## config.mk

```make
export PLATFORM = sky130hd
export DESIGN_NAME = amp_cfg_sequencer
export DESIGN_NICKNAME = d
export VERILOG_FILES = /design/src/rtl/amp_cfg_sequencer.sv
export SDC_FILE = /design/constraint.sdc
export NUM_CORES = 1
export LEC_CHECK = 0
export CORE_MARGIN = 4
export CORE_UTILIZATION = 50
export DETAILED_ROUTE_END_ITERATION = 6
export HOLD_SLACK_MARGIN = 0.03
export PLACE_DENSITY = 0.82
export SYNTH_ARGS = -nofsm -noshare
export SYNTH_HDL_FRONTEND = slang
export SYNTH_SLANG_ARGS = --single-unit
export TNS_END_PERCENT = 100
```

## constraint.sdc

```tcl
create_clock -name clk_in -period 2.8 [get_ports clk_in]
set_clock_uncertainty 0.1 [all_clocks]
set_input_delay 0.7 -clock clk_in [delete_from_list [all_inputs] [get_ports clk_in]]
set_output_delay 0.7 -clock clk_in [all_outputs]
set_load 0.05 [all_outputs]
```

## src/rtl/amp_cfg_sequencer.sv

```systemverilog
// amp_cfg_sequencer
// -----------------
// Writes the amplifier register table over I2C when the state controller
// asks for it. The table is a list of 16-bit {reg, data} entries. Each
// entry becomes one I2C register write, except when reg is 8'hFF: that
// entry is an inline pause of data*256 cycles. A write that is NACKed or
// gets no answer within TIMEOUT cycles is retried after RETRY_GAP idle
// cycles, up to MAX_RETRY extra times. After that the sequence aborts.
//
// Ports
//   clk_in            single clock
//   reset             synchronous, active-high
//   send_cfg_in       start request (rising edge, acted on only in IDLE)
//   tbl_index_out     table address (5 bits)
//   tbl_entry_in      {reg[15:8], data[7:0]} for tbl_index_out, same cycle
//   i2c_req_out       write request level to the I2C master
//   i2c_dev_addr_out  constant DEV_ADDR
//   i2c_reg_out       register address of the current write
//   i2c_data_out      data byte of the current write
//   i2c_done_in       one-cycle completion pulse from the master
//   i2c_nack_in       qualifies i2c_done_in; 1 = NACK
//   cfg_busy_out      sequence in progress
//   cfg_done_out      last sequence completed OK (level)
//   cfg_error_out     last sequence aborted (level)
//   cfg_state_out     current FSM state, for debug and checkers
//
// Handshake: i2c_req_out is a level that stays high, with reg/data stable,
// until the cycle in which i2c_done_in is sampled high. It drops in the
// following cycle. i2c_done_in is ignored in every other cycle.

module amp_cfg_sequencer #(
  parameter logic [6:0] DEV_ADDR    = 7'h4C,
  parameter int         NUM_ENTRIES = 16,
  parameter int         MAX_RETRY   = 3,
  parameter int         RETRY_GAP   = 1024,
  parameter int         TIMEOUT     = 65535
) (
  input  logic        clk_in,
  input  logic        reset,
  input  logic        send_cfg_in,
  output logic [4:0]  tbl_index_out,
  input  logic [15:0] tbl_entry_in,
  output logic        i2c_req_out,
  output logic [6:0]  i2c_dev_addr_out,
  output logic [7:0]  i2c_reg_out,
  output logic [7:0]  i2c_data_out,
  input  logic        i2c_done_in,
  input  logic        i2c_nack_in,
  output logic        cfg_busy_out,
  output logic        cfg_done_out,
  output logic        cfg_error_out,
  output logic [2:0]  cfg_state_out
);

  localparam logic [2:0] S_IDLE   = 3'd0;
  localparam logic [2:0] S_LOAD   = 3'd1;
  localparam logic [2:0] S_REQ    = 3'd2;
  localparam logic [2:0] S_GAP    = 3'd3;
  localparam logic [2:0] S_DELAY  = 3'd4;
  localparam logic [2:0] S_FINISH = 3'd5;
  localparam logic [2:0] S_FAIL   = 3'd6;

  localparam int          RW       = (MAX_RETRY > 0) ? $clog2(MAX_RETRY + 1) : 1;
  localparam logic [RW-1:0] RETRY_MAX = RW'(MAX_RETRY);
  localparam logic [4:0]  LAST_IDX = 5'(NUM_ENTRIES - 1);
  localparam logic [15:0] TMO_LAST = 16'(TIMEOUT - 1);
  localparam logic [15:0] GAP_LAST = 16'(RETRY_GAP - 1);
  localparam logic [7:0]  DELAY_REG = 8'hFF;

  logic [2:0]    state;
  logic          send_prev;
  logic [4:0]    idx;
  logic [7:0]    reg_q;
  logic [7:0]    data_q;
  logic [RW-1:0] retry;
  logic [15:0]   tmo_cnt;
  logic [15:0]   gap_cnt;
  logic [15:0]   dly_cnt;
  logic          busy;
  logic          done;
  logic          err;

  logic start_edge;
  logic attempt_ok;
  logic attempt_fail;
  logic advance;
  logic is_last;

  // The edge register samples in every state, so a start level that was
  // already high while busy does not fire once the FSM returns to IDLE.
  assign start_edge = send_cfg_in & ~send_prev;

  // A done in the same cycle as the timeout expiry takes priority. The
  // timeout compare is >=, so a saturated counter still reads as expired.
  assign attempt_ok   = (state == S_REQ) & i2c_done_in & ~i2c_nack_in;
  assign attempt_fail = (state == S_REQ) &
                        ((i2c_done_in & i2c_nack_in) |
                         (~i2c_done_in & (tmo_cnt >= TMO_LAST)));

  // A delay entry ends when its counter reaches 1 or 0. A pause of data*256
  // therefore lasts exactly that many cycles, and data==0 still spends one
  // cycle in DELAY.
  assign advance = attempt_ok | ((state == S_DELAY) & (dly_cnt <= 16'd1));
  assign is_last = (idx == LAST_IDX);

  always_ff @(posedge clk_in) begin
    if (reset) begin
      state     <= S_IDLE;
      send_prev <= 1'b0;
      idx       <= 5'd0;
      reg_q     <= 8'h00;
      data_q    <= 8'h00;
      retry     <= '0;
      tmo_cnt   <= 16'd0;
      gap_cnt   <= 16'd0;
      dly_cnt   <= 16'd0;
      busy      <= 1'b0;
      done      <= 1'b0;
      err       <= 1'b0;
    end else begin
      send_prev <= send_cfg_in;
      if (advance) begin
        retry <= '0;
        if (is_last) begin
          // The index stays on the last entry; it never wraps.
          state <= S_FINISH;
          busy  <= 1'b0;
          done  <= 1'b1;
        end else begin
          idx   <= idx + 5'd1;
          state <= S_LOAD;
        end
      end else begin
        case (state)
          S_IDLE: begin
            if (start_edge) begin
              state <= S_LOAD;
              idx   <= 5'd0;
              retry <= '0;
              busy  <= 1'b1;
              done  <= 1'b0;
              err   <= 1'b0;
            end
          end
          S_LOAD: begin
            reg_q   <= tbl_entry_in[15:8];
            data_q  <= tbl_entry_in[7:0];
            tmo_cnt <= 16'd0;
            if (tbl_entry_in[15:8] == DELAY_REG) begin
              state   <= S_DELAY;
              dly_cnt <= {tbl_entry_in[7:0], 8'h00};
            end else begin
              state <= S_REQ;
            end
          end
          S_REQ: begin
            if (attempt_fail) begin
              if (retry < RETRY_MAX) begin
                retry   <= retry + RW'(1);
                gap_cnt <= 16'd0;
                state   <= S_GAP;
              end else begin
                state <= S_FAIL;
                busy  <= 1'b0;
                err   <= 1'b1;
              end
            end else if (tmo_cnt != 16'hFFFF) begin
              tmo_cnt <= tmo_cnt + 16'd1;
            end
          end
          S_GAP: begin
            // The retry reuses the captured reg/data. The table is not
            // reloaded.
            if (gap_cnt >= GAP_LAST) begin
              state   <= S_REQ;
              tmo_cnt <= 16'd0;
            end else begin
              gap_cnt <= gap_cnt + 16'd1;
            end
          end
          S_DELAY: begin
            dly_cnt <= dly_cnt - 16'd1;
          end
          S_FINISH: state <= S_IDLE;
          S_FAIL:   state <= S_IDLE;
          default:  state <= S_IDLE;
        endcase
      end
    end
  end

  assign tbl_index_out    = idx;
  assign i2c_req_out      = (state == S_REQ);
  assign i2c_dev_addr_out = DEV_ADDR;
  assign i2c_reg_out      = reg_q;
  assign i2c_data_out     = data_q;
  assign cfg_busy_out     = busy;
  assign cfg_done_out     = done;
  assign cfg_error_out    = err;
  assign cfg_state_out    = state;

endmodule

```

==> metrics.yaml, run 1 <==
status:
  status: "finished clean"
logic_synthesis:
  synth.distinct_cells: 67
  ys_async_sr_fraction_pct: 0
  synth_top_flop_cell: "dfxtp_1"
  synth_edf_count: 0
  synth_sequential_area_ratio_pct: 39.5
  syn_area_um2: 3950
  ys.warnings.count: 0
  synth_area_per_cell_um2: 7.96
  syn-instance-count: 496
  ys_seq_elements: 78
routing:
  dr.pass1.iters: 5
  post_drt_wl_per_cell_um: 14.9
  ant_nets: 0
  drc: 0
  vias: 3747
  drtIter0Drc: 237
  wl_mm: 9.72
  vias_per_cell: 5.75
critical_path:
  crit_arrival_ns: 1.91
  r2r_start: "cfg_state_out[0]$_SDFFE_PP0P_"
  cp_max_fo: 13
  r2r_slack_ns: 0.31
  regToRegEndpoint: "tmo_cnt[10]$_SDFFE_PP0P_"
  cp-end-kind: "output port"
  r2r_cells: 7
  worst-path-buf-inv: 1
  crit_path_cell_trace: "clkdlybuf4s50_1"
  cp.required_ns: 2.00
  critPathSlowestCell: "clkdlybuf4s50_1"
  critPathMaxStageDelay_ns: 0.90
  critPathTopFamily: "buffers and inverters"
  start_kind: "flip-flop"
  worst-setup-path-type: "flip-flop to output port"
pwr:
  seqPwrFrac_pct: 36.1
  p_leak_nw: 1.61
  power_mw: 3.69
  swShare_pct: 40.8
  p_switching_mw: 1.50
  p_per_area_nw_per_um2: 779
  p_clk_share_pct: 24.6
  p_comb_share_pct: 39.3
  p_int_mw: 2.18
  ir_drop_mv: 0.486
global_routing:
  antenna_found_initial: 0
  grt_max_degree: 29
  grt_pass1_vias: 3511
  grt_usage_pct: 20.7
  grt_pass1_wl_mm: 16.4
  gr-total-overflow: 0
cts:
  clockBufferDepth: 2
  post_cts_buffers: 0
  clock_latency_ns: 0.37
  post_cts_resized: 0
  htreeDepth: 3
  clock_sinks: 78
  cts-root-buf: "clkbuf_8"
  cts_inserted_buffers: 9
  tritoncts: "yes"
  hold_buffers: 0
  path_clk_slew_ns: 0.08
placed_design:
  dp_hpwl_mm: 7.03
  io_buffers: 48
  dp_cells: 636
  place_congestion: 0.871
cells_and_area:
  layout.cells.non_filler: 652
  nFillCells: 684
  post-route-util_pct: 61.6
  fin_nets: 574
  diodes: 0
  syn_to_final_growth_pct: 19.9
  drive_gt1_share_pct: 10.4
die:
  die_h_um: 96.9
  initial_core_util_pct: 51.4
  num_io_pins: 56
  die_area_um2: 9380
  dieWidth_um: 96.9
  rows: 32
  coreArea_um2: 7690
timing:
  rsz0062_at_grt: "no"
  maxSlewHeadroom_pct: 46.1
  setup_viol_count_final: 0
  min_period_ns: 2.71
  hold_violations: 0
  fmaxAchievable_mhz: 369
  period_share_pct: 96.9
  drv_slew: 0
  tightest_slew_ns: 0.809
min_path:
  hold_depth: 2
  min_to: "i2c_reg_out[3]$_SDFFE_PP0P_"
  min_path_type: "flip-flop to flip-flop"
  hp-start: "i2c_reg_out[3]$_SDFFE_PP0P_"
flow_run:
  maxCapViolCount: 0
power groups by stage:
stage | clock [mW] | sequential [mW] | combinational [mW]
5_1_grt | 0.970 | 1.35 | 1.55
3_5_place_dp | 0 | 1.35 | 1.43
3_3_place_gp | 0 | 1.35 | 1.41
2_1_floorplan | 0 | 1.61 | 0.732
6_report | 0.909 | 1.33 | 1.45
4_1_cts | 0.918 | 1.33 | 1.44
how the worst max path moves through the flow:
| stage | slack, ns | start | endpoint | depth (start not counted) |
|---|---|---|---|---|
| global placement | 0.02 | i2c_done_in | tmo_cnt[10]$_SDFFE_PP0P_ | 8 |
| floorplan | 0.20 | cfg_state_out[1]$_SDFFE_PP0P_ | tmo_cnt[3]$_SDFFE_PP0P_ | 9 |
| finish | 0.09 | cfg_state_out[0]$_SDFFE_PP0P_ | cfg_state_out[0] | 1 |
| detailed placement | -0.04 | i2c_done_in | tmo_cnt[7]$_SDFFE_PP0P_ | 8 |
| CTS | 0.1 | cfg_state_out[0]$_SDFFE_PP0P_ | cfg_state_out[0] | 1 |
| global route | 0.02 | cfg_state_out[0]$_SDFFE_PP0P_ | cfg_state_out[0] | 1 |
synth_stat cells, types with 2 or more instances:
library cell	number	area (um2)
nand4_1	10	62.6
buf_2	5	25.0
nand3b_1	4	30.0
nand2_1	77	289
o31ai_1	3	22.5
or3b_2	2	17.5
inv_1	13	48.8
and3b_1	2	17.5
nor3b_1	2	15.0
dfxtp_1	78	1560
a22o_1	2	17.5
nand2b_1	3	18.8
a311oi_1	8	70.1
and2_1	9	56.3
or4_1	7	52.6
clkbuf_1	13	48.8
nor2_1	50	188
nor3_1	13	65.1
or3b_1	3	26.3
a21oi_1	56	280
nor2b_1	3	18.8
buf_6	3	33.8
a32o_1	2	20.0
or2_2	3	18.8
nor4_1	5	31.3
ha_1	8	100
xnor2_1	3	26.3
o211ai_1	4	30.0
o21a_1	3	22.5
nand3_1	13	65.1
or3_1	9	56.3
buf_4	10	75.1
conb_1	2	7.51
o21ai_0	28	140
nor2_2	3	18.8
a31oi_1	6	37.5
cell usage in the layout, fill, tap and decap left out, drive strengths merged, types with 2 or more instances in the layout:
cell type	n
o21a	3
a31oi	6
xnor2	3
or3	10
nor4	7
or3b	5
nand3	14
nor2b	3
a32o	2
or4	7
inv	14
and2	9
nor2	53
conb	7
o21ai	30
o211ai	4
nand2	77
clkinv	3
clkdlybuf4s50	46
nor3	15
a22o	2
nand4	10
buf	18
nor3b	3
and3b	2
clkbuf	11
a21oi	57
nand2b	4
or2	4
nand3b	4
dfxtp	78
a311oi	9
ha	8
o31ai	4
stage by stage:
step           instance area (um2)  setup WS [ns]  hold WS (ns)  setup TNS [ns]
6_report                      4730         0.0868         0.357               0
5_1_grt                       4730         0.0183         0.387               0
4_1_cts                       4730         0.0971         0.362               0
3_5_place_dp                  4520        -0.0407         0.350         -0.0858
3_3_place_gp                  4520         0.0238         0.342               0
2_1_floorplan                 3970          0.201         0.340               0
registers in the layout (all words and copies together), names as in the netlist:
| register | count |
|---|---|
| cfg_busy_out | 1 |
| cfg_done_out | 1 |
| cfg_error_out | 1 |
| cfg_state_out | 3 |
| dly_cnt | 16 |
| gap_cnt | 16 |
| i2c_data_out | 8 |
| i2c_reg_out | 8 |
| retry | 2 |
| send_prev | 1 |
| tbl_index_out | 5 |
| tmo_cnt | 16 |
logic make-up after synthesis:
logic type	count (synthesis)	share of synthesized area (%)
DFF	78	39.5
AOI/OAI and AO/OA	127	20.0
adders and majority gates	8	2.53
other	2	0.190
xor gates and xnor gates	4	0.887
buffers and inverters	44	5.86
and+or+nand+nor	232	30.7
muxes	1	0.285
cell type report:
cell class,count,area [um2],area share [%]
Clock buffer,11,151,3.20
Clock inverter,5,65.1,1.37
Inverter,13,48.8,1.03
Multi-Input combinational cell,379,2170,45.9
Sequential cell,78,1560,33.0
Tap cell,102,128,2.70
Timing Repair Buffer,64,606,12.8
per-layer routing:
metal  track usage, %  vias to the layer above  wire (um)
li1                 -                     1851          -
met1             27.1                     1781       4420
met2             33.5                       99       4690
met3             4.11                       16        447
met4             7.78                        0        156
met5                0                        -          0
No activity file was read; power rests on OpenSTA's default activity.
==> run 2: changes to the inputs <==
- CTS_CLUSTER_SIZE: default -> 10
- SKIP_LAST_GASP: default -> 1
==> results of run 2 <==
Same layout as run 1: the final DEF is identical, and so are final timing and power.
